## src/rtl/tetris_pkg.sv

```systemverilog
// Shared Tetris types and constants: cell colours, line-clear FSM states
// and the arrow-key scancodes used by the control FSM.
package tetris_pkg;

   localparam int unsigned COLOR_W_DEFAULT     = 4;
   localparam int unsigned EMPTY_COLOR_DEFAULT = 7;

   typedef logic [COLOR_W_DEFAULT-1:0] color_t;

   localparam color_t EMPTY_COLOR = color_t'(EMPTY_COLOR_DEFAULT);

   typedef enum logic [2:0] {
      IDLE,
      SCAN_RD,
      SCAN_CHK,
      COPY_RD,
      COPY_WR,
      NEXT_ROW,
      FILL,
      DONE
   } lc_state_t;

   // PS/2 set-2 extended scancodes for the arrow keys
   localparam logic [7:0] KEY_UP    = 8'h75;
   localparam logic [7:0] KEY_DOWN  = 8'h72;
   localparam logic [7:0] KEY_LEFT  = 8'h6B;
   localparam logic [7:0] KEY_RIGHT = 8'h74;

endpackage

```

## src/rtl/tetris_line_clear.sv

```systemverilog
// Line-clear engine: one bottom-to-top pass over the board SRAM that drops
// full rows, copies survivors down and fills vacated top rows with empty.
module tetris_line_clear
   import tetris_pkg::*;
#(
   parameter int unsigned BOARD_W     = 21,
   parameter int unsigned BOARD_H     = 41,
   parameter int unsigned X_W         = 5,
   parameter int unsigned Y_W         = 6,
   parameter int unsigned COLOR_W     = COLOR_W_DEFAULT,
   parameter int unsigned EMPTY_COLOR = EMPTY_COLOR_DEFAULT
) (
   input  logic                           clk,
   input  logic                           reset,
   input  logic                           start,
   output logic                           busy,
   output logic                           done,
   output logic [$clog2(BOARD_H+1)-1:0]   rows_cleared,
   output logic [X_W-1:0]                 mem_x,
   output logic [Y_W-1:0]                 mem_y,
   output logic                           mem_re,
   output logic                           mem_we,
   output logic [COLOR_W-1:0]             mem_wdata,
   input  logic [COLOR_W-1:0]             mem_rdata
);

   localparam int unsigned CW = $clog2(BOARD_H+1);

   localparam logic signed [Y_W:0]   TOP_ROW = (Y_W+1)'(BOARD_H-1);
   localparam logic signed [Y_W:0]   Y_ONE   = (Y_W+1)'(1);
   localparam logic [X_W-1:0]        X_LAST  = X_W'(BOARD_W-1);
   localparam logic [X_W-1:0]        X_ONE   = X_W'(1);
   localparam logic [CW-1:0]         C_ONE   = CW'(1);
   localparam logic [COLOR_W-1:0]    EMPTY   = COLOR_W'(EMPTY_COLOR);

   lc_state_t             state, state_n;
   logic signed [Y_W:0]   src, src_n;
   logic signed [Y_W:0]   dst, dst_n;
   logic [X_W-1:0]        x, x_n;
   logic [CW-1:0]         clr, clr_n;
   logic                  kept, kept_n;
   logic [CW-1:0]         rows_q;

   always_ff @(posedge clk) begin
      if (!reset) begin
         state  <= IDLE;
         src    <= '0;
         dst    <= '0;
         x      <= '0;
         clr    <= '0;
         kept   <= 1'b0;
         rows_q <= '0;
      end else begin
         state <= state_n;
         src   <= src_n;
         dst   <= dst_n;
         x     <= x_n;
         clr   <= clr_n;
         kept  <= kept_n;
         if (state == DONE)
            rows_q <= clr;
      end
   end

   // Pointers are exhausted when their sign bit is set (value -1).
   always_comb begin
      state_n = state;
      src_n   = src;
      dst_n   = dst;
      x_n     = x;
      clr_n   = clr;
      kept_n  = kept;
      case (state)
         IDLE: begin
            if (start) begin
               src_n   = TOP_ROW;
               dst_n   = TOP_ROW;
               x_n     = '0;
               clr_n   = '0;
               state_n = SCAN_RD;
            end
         end
         SCAN_RD: state_n = SCAN_CHK;
         SCAN_CHK: begin
            if (mem_rdata == EMPTY) begin
               kept_n  = 1'b1;
               x_n     = '0;
               state_n = (src != dst) ? COPY_RD : NEXT_ROW;
            end else if (x == X_LAST) begin
               kept_n  = 1'b0;
               clr_n   = clr + C_ONE;
               state_n = NEXT_ROW;
            end else begin
               x_n     = x + X_ONE;
               state_n = SCAN_RD;
            end
         end
         COPY_RD: state_n = COPY_WR;
         COPY_WR: begin
            if (x == X_LAST) begin
               state_n = NEXT_ROW;
            end else begin
               x_n     = x + X_ONE;
               state_n = COPY_RD;
            end
         end
         NEXT_ROW: begin
            src_n = src - Y_ONE;
            if (kept)
               dst_n = dst - Y_ONE;
            x_n = '0;
            if (!src_n[Y_W])
               state_n = SCAN_RD;
            else if (!dst_n[Y_W])
               state_n = FILL;
            else
               state_n = DONE;
         end
         FILL: begin
            if (x == X_LAST) begin
               x_n   = '0;
               dst_n = dst - Y_ONE;
               if (dst_n[Y_W])
                  state_n = DONE;
            end else begin
               x_n = x + X_ONE;
            end
         end
         DONE:    state_n = IDLE;
         default: state_n = IDLE;
      endcase
   end

   always_comb begin
      busy         = (state != IDLE);
      done         = (state == DONE);
      rows_cleared = rows_q;
      mem_re       = 1'b0;
      mem_we       = 1'b0;
      mem_x        = '0;
      mem_y        = '0;
      mem_wdata    = '0;
      case (state)
         SCAN_RD, COPY_RD: begin
            mem_re = 1'b1;
            mem_x  = x;
            mem_y  = src[Y_W-1:0];
         end
         COPY_WR: begin
            mem_we    = 1'b1;
            mem_x     = x;
            mem_y     = dst[Y_W-1:0];
            mem_wdata = mem_rdata;
         end
         FILL: begin
            mem_we    = 1'b1;
            mem_x     = x;
            mem_y     = dst[Y_W-1:0];
            mem_wdata = EMPTY;
         end
         DONE: rows_cleared = clr;
         default: ;
      endcase
   end

endmodule

```

## config.mk

```make
export PLATFORM = sky130hd
export DESIGN_NAME = tetris_line_clear
export DESIGN_NICKNAME = d
export VERILOG_FILES = /design/src/rtl/tetris_pkg.sv /design/src/rtl/tetris_line_clear.sv
export SDC_FILE = /design/constraint.sdc
export NUM_CORES = 1
export LEC_CHECK = 0
export CORE_MARGIN = 2
export CORE_UTILIZATION = 30
export DETAILED_ROUTE_END_ITERATION = 12
export SYNTH_ARGS = -nofsm -noshare
export SYNTH_HDL_FRONTEND = slang
export SYNTH_SLANG_ARGS = --single-unit
```

## constraint.sdc

```tcl
create_clock -name clk -period 2 [get_ports clk]
set_input_delay 0.2 -clock clk [delete_from_list [all_inputs] [get_ports clk]]
set_output_delay 0.2 -clock clk [all_outputs]
set_load 0.005 [all_outputs]
```

Word-level counts from Yosys, hierarchy flattened
Index checks and enable logic that the tools add are counted.
- latch bits: 0
- flip-flop bits (word level): 35
- memory bits (writable): 0
- output and inout bits: 25
- bits in read-only memories: 0
- input port bits: 7
- memories kept: 0
- shift-type cells: 0
- magnitude comparators: 0
- div/mod/pow operators: 0
- add/subtract/negate cells: 4
- reductions and logical operators: 17
- mux-type cells: 33
- equal/unequal tests: 16
- multipliers: 0
- bitwise operators: 0
- operators with widths (kind ; count):
    two-way mux 7 bit ; 4
    two-way mux 5 bit ; 5
    one-hot mux 5 bit (5 select lines) ; 1
    two-way mux 3 bit ; 8
    two-way mux 6 bit ; 4
    one-hot mux 3 bit (8 select lines) ; 1
    one-hot mux 6 bit (2 select lines) ; 2
    one-hot mux 7 bit (3 select lines) ; 1
    one-hot mux 7 bit (2 select lines) ; 1
    subtractor 7 x 2 -> 7 bit (second input constant) ; 2
    equality test 3 bit (second input constant) ; 4
    inequality test 2 bit (second input constant) ; 6
    one-hot mux 4 bit (2 select lines) ; 1
    AND reduction 4 bit ; 2
    inequality test 7 bit ; 1
    adder 6 x 1 -> 6 bit (second input constant) ; 1
    equality test 3 x 2 -> 1 bit (second input constant) ; 2
    AND reduction 2 bit ; 3
    AND reduction 3 bit ; 2
    nonzero test 2 bit ; 3
    nonzero test 3 bit ; 2
    adder 5 x 1 -> 5 bit (second input constant) ; 1
    equality test 5 bit (second input constant) ; 1
    two-way mux 1 bit ; 5
    other kinds (6) ; 7

Logic depth before layout (Yosys ltp)
Gate-level depths: netlist (run 1).
- word-level depth: 6
- depth in mapped cells: 10
- depth with buffers taken out: 9

Least setup slack after synthesis (run 1)
OpenSTA, ideal clock, no wires.
- kind: reg2reg
- from: register x[0]
- to: register x[0]
- buffers on the path: 1
- slack: 211 ps
- arrival time: 1688 ps
- cell stages (with the launch flop): 10
- period minus slack after synthesis: 1789 ps
- data required time: 1899 ps
- cell sequence: dfxtp_1 -> inv_1 -> ha_1 -> and4b_1 -> buf_4 -> clkinv_4 -> ha_1 -> o31ai_1 -> a21oi_1 -> o41ai_1
- longest elaborated chain between the ends: 4
- elaborated cells on any way between the ends: 6
- classes of those cells: add/sub: 1; eq/ne: 1; mux: 4
- RTL lines (what ; RTL line ; RTL):
    start, declared ; tetris_line_clear.sv:39 ; logic [X_W-1:0] x, x_n;
    start signal, assigned ; tetris_line_clear.sv:57 ; x <= x_n;
    adder 5 x 1 -> 5 bit / equality test 5 bit (equally long branches) ; - ;
    two-way mux 5 bit ; tetris_line_clear.sv:89, tetris_line_clear.sv:100 ;
    two-way mux 5 bit ; tetris_line_clear.sv:85 ; if (mem_rdata == EMPTY) begin
    one-hot mux 5 bit (5 select lines) * ; tetris_line_clear.sv:73 ; case (state)
Every way passes the cells marked *; elsewhere a longest branch is shown, timed or not.
A chain may end at the register's enable or synchronous reset.

Final worst setup path (run 1)
- from: register state[0]
- to: output port mem_wdata[1]
- longest elaborated chain between the ends: 2
- elaborated cells on any way between the ends: 3
- classes of those cells: eq/ne: 2; mux: 1
- RTL lines (what ; RTL line ; RTL):
    start, declared ; tetris_line_clear.sv:36 ; lc_state_t state, state_n;
    start signal, assigned ; tetris_line_clear.sv:54 ; state <= state_n;
    equality test 3 bit ; tetris_line_clear.sv:143 ; case (state)
    one-hot mux 4 bit (2 select lines) * ; tetris_line_clear.sv:143 ;
    end, declared ; tetris_line_clear.sv:23 ; output logic [COLOR_W-1:0] mem_wdata,
Marked as above.

==> impl_metrics.tcl, run 1 <==
set metrics [dict create \
    synthMostInstantiatedCell "sky130_fd_sc_hd__nor2_1" \
    drt-wirelength-per-cell_um 13.68 \
    clk_transition_reported_paths_ns 0.08 \
    setup_total_negative_slack_ns 0 \
    nNetsFinal 337 \
    post_route_clock_skew_ns 0.008925 \
    grt_max_degree 20 \
    p_comb_share_pct 19.9 \
    max_freq_ghz 0.5155 \
    timing.critical_path.required_ns 1.80 \
    fin_crit_sh_pct 97.00 \
    sequential_fraction_of_the_synthesis_area_pct 30.35 \
    netlist_top_cells_area "sky130_fd_sc_hd__dfxtp_1 30%, sky130_fd_sc_hd__nor2_1 7.2%, sky130_fd_sc_hd__ha_1 4.3%" \
    place.gp.congestion 0.8182 \
    netlist_instances 283 \
    synth_edf_count 0 \
    syn-num-nets 298 \
    power.switching_fraction_pct 31.37 \
    synth_register_bits 35 \
    fin_cells 422 \
    worst_setup_path_endpoint "mem_wdata[1]" \
    timing.final.max_slew_violations 0 \
    initial_core_util_pct 31.32 \
    syn-mean-instance-area_um2 8.157 \
    reg2regPathDepth 8 \
    num-fill-cells 755 \
    capturing_point_of_the_worst_reg2reg_path "x[0]" \
    switchingPower_uw 506.1 \
    die_w_um 91.72 \
    cts_hold_buffers 0 \
    max_slew_margin_pct 68.06 \
    post_synth_instance_area_um2 2308 \
    cts-root-buf "sky130_fd_sc_hd__clkbuf_8" \
    tightestPinTransition_ns 0.4791 \
    pre_cts_slack_ns 0.1012 \
    global_route.usage.met3_pct 2.301 \
    setup_viol 0 \
    synthToLayoutAreaGrowth_pct 28.35 \
    power.leakage_nw 1.232 \
    grt_pass1_wl_um 9335 \
    hold_slack_ns 0.5149 \
    clock_sink_count 35 \
    internal_power_mw 1.107 \
    die_area_um2 8413 \
    vias 2148 \
    end_of_flow_core_utilization_pct 40.20 \
    wl_um 5773 \
    core_area_um2 7370 \
    drv_cap 0 \
    grtUsageMet2_pct 21.94 \
    sequentialPowerShare_pct 46.3 \
    worst_hold_path.num_cells 2 \
    row_count 31 \
    tritoncts_clock_tree "built" \
    hold_class "reg -> reg" \
    reg_to_reg_startpoint "x[0]" \
    irDropWorstVdd_mv 0.2541 \
    grt_use_total_pct 13.66 \
    detailed_place_hpwl_um 4216 \
    number_of_global_route_vias_before_repair 1923 \
    fp.dieH_um 91.72 \
    cts-htree-levels 2 \
    yosysWarnings 0 \
    crit_start "state[0]" \
    global_route.overflow_total 0 \
    finalWorstPathRequiredPeriod_ns 1.940 \
    critPathKind "reg -> out" \
    dr_drc_count 0 \
    rsz0062_at_grt "no" \
    antenna_diode_instance_count 0 \
    synth_top_cell_area_share_pct 30.35 \
    vias_per_cell 5.090 \
    grt_util_met1_pct 18.55 \
    placed_cells 408 \
    timing_hold_violations_final 0 \
    synthDominantAreaCellType "sky130_fd_sc_hd__dfxtp_1" \
    synth_top_cells_by_count "44 x sky130_fd_sc_hd__nor2_1, 35 x sky130_fd_sc_hd__dfxtp_1, 17 x sky130_fd_sc_hd__a21oi_1" \
    power-per-cell-area_nw_per_um2 544.4 \
    antenna_found_initial 0 \
    final.setup.worst_slack_ns 0.05996 \
    yosys_most_used_dff "sky130_fd_sc_hd__dfxtp_1" \
    endpoint_kind "primary output" \
    cp_max_fanout 5 \
    cts_made_buffers 5 \
    busiest_layer "met2" \
    layout-drive-gt1-share_pct 17.65 \
    r2r_setup_slack_ns 0.11 \
    drt_iter0_drc 108 \
    worst_ep_arrival_time_ns 1.74 \
    clk-insertion-delay-late_ns 0.30 \
    share_clk_of_total_power_pct 33.8 \
    post_synthesis_cell_type_count 64 \
    status "completed" \
    io_buffers 31 \
    synthArstFlopShare_pct 0 \
    cts_buffer_depth 2 \
    crit_path_start_kind "flip-flop" \
    drtAntennaViolNets 0 \
    num_io_pins 32 \
    drt_pre_antenna_iters 4 \
]
## flip-flops by register name (all words and copies together), names as in the netlist
| signal | cells |
|---|---|
| rows_q | 6 |
| kept | 1 |
| src | 7 |
| x | 5 |
| clr | 6 |
| state | 3 |
| dst | 7 |
## how the worst min path moves through the flow
stage	startpoint	end
finish	x[3]	x[3]
global route	x[0]	x[0]
CTS	x[0]	x[0]
detailed placement	x[4]	x[4]
global placement	x[0]	x[0]
floorplan	reset	state[0]
## power by group through the flow
| stage | Sequential, mW | Combinational, mW | Clock (mW) |
|---|---|---|---|
| 6_report | 0.747 | 0.320 | 0.546 |
| 5_1_grt | 0.751 | 0.349 | 0.591 |
| 4_1_cts | 0.746 | 0.297 | 0.555 |
| 3_5_place_dp | 0.761 | 0.284 | 0 |
| 3_3_place_gp | 0.760 | 0.283 | 0 |
| 2_1_floorplan | 0.744 | 0.212 | 0 |
## area by class of cell
type | count | area [um2] | share of cell area (%)
Inverter | 12 | 50.05 | 1.689
Clock inverter | 3 | 25.02 | 0.8446
Sequential cell | 35 | 706.9 | 23.86
Tap cell | 99 | 123.9 | 4.181
Clock buffer | 5 | 68.82 | 2.323
Multi-Input combinational cell | 219 | 1503 | 50.72
Timing Repair Buffer | 49 | 485.5 | 16.39
## cell families (layout without fill, tap and decap cells)
| group | after synthesis | count (layout) | share of synthesized area [%] |
|---|---|---|---|
| AOI/OAI and AO/OA | 57 | 57 | 16.64 |
| xor gates and xnor gates | 16 | 16 | 6.071 |
| adders and majority gates | 8 | 8 | 4.336 |
| buffers and inverters | 29 | 69 | 6.666 |
| DFF | 35 | 35 | 30.35 |
| muxes | 7 | 7 | 3.414 |
| and+or+nand+nor | 131 | 131 | 32.52 |
## routing by layer
layer / vias to the layer above / routed length, um / part of all wire [%]
li1: 1076 / - / -
met1: 1039 / 2832 / 49
met2: 26 / 2719 / 47
met3: 7 / 142 / 2.5
met4: 0 / 78 / 1.4
met5: - / 0 / 0
## timing repair
action | 4_1_cts | 5_1_grt
setup endpoints to repair | 21 | 20
pin swaps | 0 | 6
setup buffers | 0 | 6
gates resized for setup | 9 | 19
## critical path, cell delays in order, from the launching register on
cell,delay (ns)
sky130_fd_sc_hd__dfxtp_2,0.34
sky130_fd_sc_hd__buf_6,0.14
sky130_fd_sc_hd__buf_12,0.13
sky130_fd_sc_hd__nand3b_1,0.21
sky130_fd_sc_hd__nor2_1,0.12
sky130_fd_sc_hd__clkdlybuf4s50_1,0.50
## stage by stage
step | total power [mW] | area (um2)
2_1_floorplan | 0.9558 | 2308
3_3_place_gp | 1.042 | 2729
3_5_place_dp | 1.044 | 2729
4_1_cts | 1.598 | 2867
5_1_grt | 1.692 | 2963
6_report | 1.613 | 2963
## cells in the final DEF, fill, tap and decap left out, drive strengths merged, types with 2 or more instances in the layout
cell,synthesis,layout
nor3,10,10
nor3b,2,2
dfxtp,35,35
or3b,2,2
a22oi,8,8
o21ai,8,8
clkinv,2,4
o21a,3,3
and2,7,7
nand2,16,16
dlymetal6s2s,0,8
and4b,2,2
or2,2,2
buf,10,18
a311oi,2,2
and3,2,2
and3b,3,3
nor4,7,7
xnor2,8,8
xor2,8,8
clkbuf,7,5
mux2,7,7
nand4,2,2
a21oi,19,19
nand3b,2,2
inv,10,10
a211oi,2,2
nor2b,8,8
ha,8,8
nand3,13,13
a22o,4,4
nor2,47,47
clkdlybuf4s50,0,23
o211ai,2,2
(Power assumes the default switching activity.)
==> inputs of run 2 (changes only) <==
--- a/config.mk
+++ b/config.mk
@@ -6,8 +6,9 @@
 export NUM_CORES = 1
 export LEC_CHECK = 0
 export CORE_MARGIN = 2
-export CORE_UTILIZATION = 30
+export CORE_UTILIZATION = 55
 export DETAILED_ROUTE_END_ITERATION = 12
+export PLACE_DENSITY = 0.8
 export SYNTH_ARGS = -nofsm -noshare
 export SYNTH_HDL_FRONTEND = slang
 export SYNTH_SLANG_ARGS = --single-unit
==> run 2 against run 1 <==
Total power up 6.8%. Sequential power about the same. Maximum frequency down 1.5%. Highest routed layer unchanged. Critical path type unchanged. Die area down 44%.
==> impl_metrics.tcl, run 2 (synthesis results as in run 1) <==
set metrics [dict create \
    dr_drc_count 0 \
    io_buffers 31 \
    number_of_global_route_vias_before_repair 1884 \
    layout.cells.most_common "sky130_fd_sc_hd__nor2_1" \
    cts-htree-levels 2 \
    worst_hold_path.endpoint "x[1]" \
    power-per-cell-area_nw_per_um2 591.4 \
    place.gp.congestion 0.8700 \
    cts_hold_buffers 0 \
    max_freq_ghz 0.5080 \
    sequentialPowerShare_pct 43.5 \
    die_w_um 68.79 \
    pre_cts_slack_ns 0.09713 \
    irDropWorstVdd_mv 0.4716 \
    grt_max_degree 22 \
    largestRegisters "dst (7), src (7)" \
    power.leakage_nw 1.212 \
    critPathKind "reg -> out" \
    max_slew_margin_pct 66.52 \
    share_clk_of_total_power_pct 38.7 \
    r2r_setup_slack_ns 0.13 \
    nNetsFinal 336 \
    internal_power_mw 1.253 \
    cts_buffer_depth 2 \
    final.setup.worst_slack_ns 0.03130 \
    die_area_um2 4731 \
    power.switching_fraction_pct 27.25 \
    cp_max_fanout 5 \
    core_area_um2 4029 \
    initial_core_util_pct 57.30 \
    worstHoldStart "reset" \
    drt_iter0_drc 88 \
    worst_ep_arrival_time_ns 1.77 \
    endpoint_kind "primary output" \
    drv_cap 0 \
    fin_crit_sh_pct 98.43 \
    finalWorstPathRequiredPeriod_ns 1.969 \
    clock_sink_count 35 \
    placed_cells 363 \
    tritoncts_clock_tree "built" \
    vias 2118 \
    fp.dieH_um 68.79 \
    design_power_total_mw 1.723 \
    reg2regPathDepth 8 \
    drt-wirelength-per-cell_um 14.85 \
    timing_hold_violations_final 0 \
    num-fill-cells 324 \
    crit_path_start_kind "flip-flop" \
    grt_pass1_wl_um 8776 \
    grt_use_total_pct 24.51 \
    synthToLayoutAreaGrowth_pct 26.18 \
    antenna_found_initial 0 \
    tightestPinTransition_ns 0.4984 \
    drtAntennaViolNets 0 \
    fin_cells 372 \
    hold_slack_ns 0.5029 \
    layout_common_cells "44 x sky130_fd_sc_hd__nor2_1, 32 x sky130_fd_sc_hd__dfxtp_1, 24 x sky130_fd_sc_hd__clkdlybuf4s50_1" \
    layout-drive-gt1-share_pct 17.39 \
    cts_made_buffers 5 \
    setup_viol 0 \
    num_io_pins 32 \
    clk_transition_reported_paths_ns 0.07 \
    timing.final.max_slew_violations 0 \
    timing.critical_path.required_ns 1.80 \
    detailed_place_hpwl_um 3934 \
    reg_to_reg_startpoint "x[0]" \
    antenna_diode_instance_count 0 \
    post_route_clock_skew_ns 0.005858 \
    cts-root-buf "sky130_fd_sc_hd__clkbuf_8" \
    postLayoutCellArea_um2 2913 \
    capturing_point_of_the_worst_reg2reg_path "clr[3]" \
    p_comb_share_pct 17.8 \
    drt_pre_antenna_iters 4 \
    vias_per_cell 5.694 \
    switchingPower_uw 469.4 \
    rsz0062_at_grt "yes" \
    status "completed" \
    worst_hold_path.num_cells 3 \
    row_count 23 \
    postPlaceCellArea_um2 2710 \
    clk-insertion-delay-late_ns 0.29 \
    wl_um 5525 \
    global_route.overflow_total 0 \
    hold_class "in -> reg" \
]
## run 2: cell count changes in the layout (fill, tap and decap cells not counted), sizes merged
cell / change
dlymetal6s2s: -2
buf: -1
bufinv: +1
clkbuf: +1
clkdlybuf4s50: +1
clkinv: -1
clkinvlp: -1
dlygate4sd2: +1
## run 2: worst max-delay path, stage by stage, from the launching register on
cell                              delay, ns
sky130_fd_sc_hd__dfxtp_4               0.36
sky130_fd_sc_hd__inv_2                 0.09
sky130_fd_sc_hd__ha_4                  0.14
sky130_fd_sc_hd__buf_4                 0.13
sky130_fd_sc_hd__nand3b_1              0.14
sky130_fd_sc_hd__nor2_1                0.12
sky130_fd_sc_hd__clkdlybuf4s50_1       0.51
## run 2: repair_timing
item | 4_1_cts | 5_1_grt
gates resized for setup | 10 | 12
buffers inserted | 0 | 1
pin swaps | 1 | 3
endpoints found under the setup margin | 21 | 15
## run 2: area by class of cell
class | instances | area (um2) | share of cell area (%)
timing repair buffer | 48 | 464.2 | 15.94
clock inverter | 2 | 35.03 | 1.203
inverter | 12 | 50.05 | 1.718
sequential | 35 | 709.4 | 24.36
tap | 50 | 62.56 | 2.148
clock buffer | 6 | 82.58 | 2.835
multi-input combinational | 219 | 1509 | 51.80
## run 2: layer usage
metal	up-vias	part of all wire (%)	GRT usage, %
met4	0	0.52	4.657
met1	1001	47	33.20
met2	38	49	40.26
met3	4	3.5	5.357
li1	1075	-	-
met5	-	0	0
## run 2: power groups by stage
stage | logic [mW] | registers [mW] | clock network [mW]
2_1_floorplan | 0.212 | 0.744 | 0
3_3_place_gp | 0.284 | 0.762 | 0
3_5_place_dp | 0.287 | 0.762 | 0
4_1_cts | 0.298 | 0.747 | 0.678
5_1_grt | 0.337 | 0.752 | 0.712
6_report | 0.307 | 0.749 | 0.667
## run 2: how the worst max path moves through the flow
stage | startpoint | endpoint | slack, ns | cells past startpoint
after floorplan | x[0] | x[0] | 0.21 | 9
after global placement | state[2] | mem_x[4] | 0.15 | 3
after global routing | state[0] | rows_cleared[0] | -0.03 | 4
after CTS | state[0] | rows_cleared[1] | 0.03 | 4
final | state[0] | mem_wdata[0] | 0.03 | 6
after detailed placement | state[2] | mem_wdata[2] | 0.1 | 5
## run 2: metrics by stage
| stage | util [%] | TNS [ns] |
|---|---|---|
| 2_1_floorplan | - | 0 |
| 3_3_place_gp | 67.27 | 0 |
| 3_5_place_dp | 67.27 | 0 |
| 4_1_cts | 71.09 | 0 |
| 5_1_grt | 72.30 | -0.1296 |
| 6_report | 72.30 | 0 |
